### src/rtl/wb_pkg.sv
// wb_pkg: shared state enum, default widths and Wishbone request struct
package wb_pkg;
  localparam int WB_ADDR_W = 32;
  localparam int WB_DATA_W = 32;
  localparam int WB_SEL_W = WB_DATA_W / 8;
  localparam int WB_TIMEOUT = 255;
  localparam int WB_TO_W = 8;
  localparam int WB_CNT_W = 16;
  typedef enum logic [1:0] {IDLE, BUS, RESP} state_t;
  typedef struct packed {
    logic                 we;
    logic [WB_ADDR_W-1:0] adr;
    logic [WB_DATA_W-1:0] dat;
    logic [WB_SEL_W-1:0]  sel;
  } wb_req_t;
endpackage

### src/rtl/wb_cmd_master.sv
// wb_cmd_master: single-command Wishbone classic initiator with timeout and response channel
module wb_cmd_master
  import wb_pkg::*;
#(
  parameter int ADDR_W = WB_ADDR_W,
  parameter int DATA_W = WB_DATA_W,
  parameter int TIMEOUT = WB_TIMEOUT,
  parameter int TO_W = WB_TO_W,
  parameter int CNT_W = WB_CNT_W,
  localparam int SEL_W = DATA_W / 8
) (
  input  logic              wb_clk_i,
  input  logic              wb_rst_i,
  input  logic              cmd_valid_i,
  output logic              cmd_ready_o,
  input  logic              cmd_we_i,
  input  logic [ADDR_W-1:0] cmd_adr_i,
  input  logic [DATA_W-1:0] cmd_dat_i,
  input  logic [SEL_W-1:0]  cmd_sel_i,
  output logic              rsp_valid_o,
  input  logic              rsp_ready_i,
  output logic [DATA_W-1:0] rsp_dat_o,
  output logic              rsp_err_o,
  output logic              wbm_cyc_o,
  output logic              wbm_stb_o,
  output logic              wbm_we_o,
  output logic [ADDR_W-1:0] wbm_adr_o,
  output logic [DATA_W-1:0] wbm_dat_o,
  output logic [SEL_W-1:0]  wbm_sel_o,
  input  logic              wbm_ack_i,
  input  logic [DATA_W-1:0] wbm_dat_i,
  output logic              busy_o,
  output logic [CNT_W-1:0]  txn_cnt_o
);
  state_t state_q, state_d;
  logic [TO_W-1:0] to_q, to_d;
  logic [CNT_W-1:0] cnt_d;
  logic [DATA_W-1:0] rsp_dat_d, dat_d;
  logic [ADDR_W-1:0] adr_d;
  logic [SEL_W-1:0] sel_d;
  logic cyc_d, stb_d, we_d, rsp_valid_d, rsp_err_d, expired;
  assign expired = to_q == TO_W'(TIMEOUT - 1);
  always_comb begin
    state_d = state_q;
    to_d = to_q;
    cnt_d = txn_cnt_o;
    cyc_d = wbm_cyc_o;
    stb_d = wbm_stb_o;
    we_d = wbm_we_o;
    adr_d = wbm_adr_o;
    dat_d = wbm_dat_o;
    sel_d = wbm_sel_o;
    rsp_valid_d = rsp_valid_o;
    rsp_dat_d = rsp_dat_o;
    rsp_err_d = rsp_err_o;
    case (state_q)
      IDLE: if (cmd_valid_i && cmd_ready_o) begin
        state_d = BUS;
        cyc_d = 1'b1;
        stb_d = 1'b1;
        we_d = cmd_we_i;
        adr_d = cmd_adr_i;
        dat_d = cmd_dat_i;
        sel_d = cmd_sel_i;
        to_d = '0;
      end
      BUS: begin
        to_d = to_q + 1'b1;
        if (wbm_ack_i || expired) begin
          state_d = RESP;
          cyc_d = 1'b0;
          stb_d = 1'b0;
          rsp_valid_d = 1'b1;
          rsp_err_d = !wbm_ack_i;
          rsp_dat_d = (wbm_ack_i && !wbm_we_o) ? wbm_dat_i : '0;
          cnt_d = wbm_ack_i ? txn_cnt_o + 1'b1 : txn_cnt_o;
        end
      end
      RESP: if (rsp_ready_i) begin
        state_d = IDLE;
        rsp_valid_d = 1'b0;
      end
      default: state_d = IDLE;
    endcase
  end
  always_ff @(posedge wb_clk_i) begin
    if (wb_rst_i) begin
      state_q <= IDLE;
      to_q <= '0;
      cmd_ready_o <= 1'b0;
      busy_o <= 1'b0;
      txn_cnt_o <= '0;
      wbm_cyc_o <= 1'b0;
      wbm_stb_o <= 1'b0;
      wbm_we_o <= 1'b0;
      wbm_adr_o <= '0;
      wbm_dat_o <= '0;
      wbm_sel_o <= '0;
      rsp_valid_o <= 1'b0;
      rsp_dat_o <= '0;
      rsp_err_o <= 1'b0;
    end else begin
      state_q <= state_d;
      to_q <= to_d;
      cmd_ready_o <= state_d == IDLE;
      busy_o <= state_d != IDLE;
      txn_cnt_o <= cnt_d;
      wbm_cyc_o <= cyc_d;
      wbm_stb_o <= stb_d;
      wbm_we_o <= we_d;
      wbm_adr_o <= adr_d;
      wbm_dat_o <= dat_d;
      wbm_sel_o <= sel_d;
      rsp_valid_o <= rsp_valid_d;
      rsp_dat_o <= rsp_dat_d;
      rsp_err_o <= rsp_err_d;
    end
  end
endmodule

### config.mk
export PLATFORM = sky130hd
export DESIGN_NAME = wb_cmd_master
export DESIGN_NICKNAME = d
export VERILOG_FILES = /design/src/rtl/wb_pkg.sv /design/src/rtl/wb_cmd_master.sv
export SDC_FILE = /design/constraint.sdc
export NUM_CORES = 1
export LEC_CHECK = 0
export ABC_AREA = 1
export BUFFER_PORTS_ARGS = -buffer_cell sky130_fd_sc_hd__buf_2
export CORE_UTILIZATION = 49
export CTS_BUF_LIST = sky130_fd_sc_hd__clkbuf_4 sky130_fd_sc_hd__clkbuf_8
export CTS_CLUSTER_SIZE = 25
export DETAILED_ROUTE_END_ITERATION = 7
export GPL_TIMING_DRIVEN = 0
export PLACE_DENSITY_LB_ADDON = 0.15
export SLEW_MARGIN = 30
export SYNTH_ARGS = -nofsm -noshare
export SYNTH_HDL_FRONTEND = slang
export SYNTH_SLANG_ARGS = --single-unit
### constraint.sdc
create_clock -name wb_clk_i -period 1.71 [get_ports wb_clk_i]
set_clock_uncertainty 0.1 [all_clocks]
set_input_delay 0.342 -clock wb_clk_i [delete_from_list [all_inputs] [get_ports wb_clk_i]]
set_output_delay 0.342 -clock wb_clk_i [all_outputs]
set_load 0.01 [all_outputs]
# == Yosys cells after proc, flatten, opt, wreduce, memory -nomap -nowiden ==
# Index checks and enable logic that the tools add are counted.
# W data, S select, Z words.
# word_totals
ram_bits,0
input_bits,106
latch_bits,0
mem_bits_ro,0
mem_count,0
ff_bits,132
wordCells,50
out_inout_bits,123
# op_classes
div,0
n_mux,13
order_cmp,0
bitwise_logic,0
n_eq_ne,6
shift,0
mul,0
reduce_logical,16
n_addsub,2
# ops
op,n
$mux W32,1
$add A16 B1 Y16 const B,1
$pmux W8 S2,1
$reduce_and A3 Y1,3
$add A8 B1 Y8 const B,1
$eq A8 B8 Y1 const B,1
$mux W8,1
$mux W2,3
$ne A2 B2 Y1 const B,3
$pmux W2 S3,1
$reduce_and A2 Y1,3
$reduce_bool A2 Y1,3
$logic_not A2 Y1,2
$mux W1,4
$pmux W1 S2,2
$eq A2 B1 Y1 const B,1
$eq A2 B2 Y1 const B,1
$logic_and A1 B1 Y1,2
$logic_not A1 Y1,2
$logic_or A1 B1 Y1,1

# == Longest topological paths before layout ==
# depth
word_depth,5
ltp_mapped,9
depth_no_buf,9

# == Worst setup path before layout ==
# No wires, ideal clock.
# synth_path
path_kind,reg2reg
from,register to_q[0]
to,register rsp_dat_o[20]
period_less_slack_ps,1436
setup_ps,114
path_stages_with_launch,9
arrival_ps,1223
t_required_ps,1496
n_path_buf,1
path_slack_ps,274
cell_sequence,dfxtp_1 > inv_1 > ha_1 > nand3_1 > o21ai_4 > nand2_4 > buf_6 > nand3_1 > nand2_1
# synth_between
elab_chain_cells,3
# synth_lines
element,line,rtl
start: declaration,wb_cmd_master.sv:36,"logic [TO_W-1:0] to_q, to_d;"
start signal: assignment,wb_cmd_master.sv:104,to_q <= to_d;
$eq A8 B8 Y1,wb_cmd_master.sv:42,assign expired = to_q == TO_W'(TIMEOUT - 1);
$logic_or A1 B1 Y1,wb_cmd_master.sv:69,if (wbm_ack_i || expired) begin
$reduce_and A2 Y1 (no source line),--,
end signal: assignment,wb_cmd_master.sv:115,rsp_dat_o <= rsp_dat_d;
end: declaration,wb_cmd_master.sv:22,"output logic [DATA_W-1:0] rsp_dat_o,"
# Every way passes these cells.
# A chain may end at the register's enable or synchronous reset.

# == Worst setup path after layout ==
# layout_path
from,register cmd_ready_o
to,register wbm_dat_o[16]
# layout_between
elab_chain_cells,2
# layout_lines
element,line,rtl
start: declaration,wb_cmd_master.sv:15,"output logic cmd_ready_o,"
start signal: assignment,wb_cmd_master.sv:90,cmd_ready_o <= 1'b0;
start signal: assignment,wb_cmd_master.sv:105,cmd_ready_o <= state_d == IDLE;
$logic_and A1 B1 Y1,wb_cmd_master.sv:57,IDLE: if (cmd_valid_i && cmd_ready_o) begin
$reduce_and A2 Y1 (no source line),--,
end signal: assignment,wb_cmd_master.sv:112,wbm_dat_o <= dat_d;
end: declaration,wb_cmd_master.sv:28,"output logic [DATA_W-1:0] wbm_dat_o,"
# Every way passes these cells.

==> out/metrics.cfg <==
[outcome]
status=finished clean

[worst_hold_path]
hold_start=cmd_adr_i[31]
hold_path.class=in -> reg

[power]
ir_worst_vdd_v=0.0007064
power_leakage_nw=3.838
power.density_mw_per_mm2=929.4
power_w=0.006957

[routing]
drcViolationCount=0
vias=5732
postRouteAntennaNets=0
avgViaCountPerCell=4.933
first_pass_iters=5
wl_mm=15.30
drt_iter0_drc=403
avgRoutedWirePerCell_um=13.16

[clock_tree]
ctsLongestPathBuffers=2
cts_num_sinks=132
htree_levels=4
clk_pin_slew_worst_paths_ns=0.09
numCtsBuffers=17
cts_root_buf=clkbuf_8
clkLatencyLatePin_ns=0.45
cts_tree=done

[placement]
post-dp-hpwl_mm=10.29
place_area_mm2=0.006648
place.gp.congestion=0.8164
port-buffer-count=228
place_inst=1088

[timing]
slew_headroom_pct=63.10
fin_crit_sh_pct=94.49
hold_ws_ns=0.01620
drv_slew=0
rsz0062_at_grt=true
worst_pin_slew_ns=0.5535
min_period_ns=1.616
fmax_mhz=618.9
hold_viol_final=0
setup_violations=0

[die]
coreArea_mm2=0.01046
ioPinCount=229
rows=37
die_w_um=106.4
initial_core_util_pct=51.00
die_y_um=106.4
die-area_mm2=0.01131

[grt]
antenna_found_initial=0
grt_pass1_vias=5431
grt_pass1_wl_mm=24.70
groute.usage.overall_pct=27.69
overflow=0
grt_max_degree=17

[layout]
nets=1122
layout-drive-gt1-share_pct=29.73
final_cells=1162
area_growth_pct=40.28
final_area_mm2=0.007486
final_cell_mix=buf_2, nor2_1, dfxtp_1
nFillCells=877
layout_commonest_cell=buf_2
insertedDiodeCount=0
post-route-util_pct=71.55

[critical_path]
startpoint=cmd_ready_o$_SDFF_PP0_
cp_max_fo=10
start_kind=register
critPathCaptureType=register
worstPathArrival_ns=1.89
worstPathRequired_ns=1.99
path_class=reg -> reg
reg2reg_from=cmd_ready_o$_SDFF_PP0_

[yosys]
synth_top_flop_cell=dfxtp_1
syn_inst=724
synth-edff-count=0
syn_nets=833
syn_avg_cell_area_um2=7.371
ys_ff_latch=132
ys_seq_area_share_pct=49.52
yosysTopAreaCellShare_pct=49.52
async_reset_ff_share_pct=0
synth_top_area_cell=dfxtp_1
synth_area_mm2=0.005336
yosys-top-cells-area=dfxtp_1, nor2_1, nand2_1, o21ai_0, nand3_1
ys_warn_count=0
synth_cell_types=33

[flow_run]
maxCapViolations=0

-- flip-flops by register name (all words and copies together), names as in the netlist --
signal and cells:
to_q 8, wbm_adr_o 32, busy_o 1, rsp_valid_o 1, rsp_dat_o 32, state_q 2, txn_cnt_o 16, wbm_sel_o 4
wbm_stb_o 1, cmd_ready_o 1, wbm_we_o 1, wbm_dat_o 32, rsp_err_o 1
-- logic make-up after synthesis --
group,share of synthesized area [%]
simple gates,32.12
buf+inv,7.198
fa+ha+maj,0.7035
xor+xnor,0.3283
flops,49.52
compound gates,10.13
-- layout make-up --
class                   instances  area [µm²]  area share, %
multi-input cells             516        2315          30.92
well taps                     136       170.2          2.273
inverters                      29       108.9          1.454
plain buffers                  47       275.3          3.677
flip-flops and latches        132        2643          35.30
clock buffers                  19       249.0          3.326
repair buffers                270        1567          20.93
clock inverters                13       158.9          2.123
-- Yosys cell counts, types with 3 or more instances --
library cell,n
o21ai_0,77
buf_6,9
dfxtp_1,132
buf_4,5
a21oi_1,15
ha_1,3
nand2_1,116
nand4_1,6
inv_2,4
buf_2,9
nor2_1,203
inv_1,25
nand3_1,73
a21oi_2,3
clkbuf_1,22
-- where the power goes --
group	leakage (nW)	internal (W)	switching (W)
Sequential	1.08	0.00322	0.0000740
Clock	0.203	0.00147	0.00126
Combinational	2.56	0.000406	0.000522
Total	3.84	0.00510	0.00186
-- timing repair --
item / 4_1_cts / 5_1_grt
hold buffers: 37 / 2
endpoints found under the setup margin: 0 / 100
setup buffers: 0 / 3
resized for setup: 0 / 1
endpoints found under the hold margin: 37 / 2
-- final timing paths --
check	to	slack, ns	cells after the start
max	wbm_dat_o[16]$_SDFFE_PP0P_	0.09	6
min	wbm_adr_o[31]$_SDFFE_PP0P_	0.02	3
max reg2reg	wbm_dat_o[16]$_SDFFE_PP0P_	0.09	6
min reg2reg	rsp_dat_o[9]$_SDFFE_PP0P_	0.36	2
-- critical path, cell delays in order, from the launching register on --
cell and delay (ns):
dfxtp_1 0.32, nand2_1 0.11, nor3_4 0.24, buf_12 0.16, clkbuf_1 0.32, o21ai_0 0.18
nor2_1 0.12
-- metal layers --
metal  part of all wire [%]  GRT usage, %
met1                     43         32.38
met2                     47         45.69
met3                    6.9         9.565
met4                    3.1         12.20
met5                      0             0
-- through the flow --
step	worst slack, ns	setup TNS, ns
finish	0.09429	0
global route	-0.03909	-0.09222
floorplan	0.2736	0
CTS	0.02611	0
global placement	-0.1281	-5.627
detailed placement	-0.1622	-4.737
Note: power is estimated with default switching activity, not from simulation.
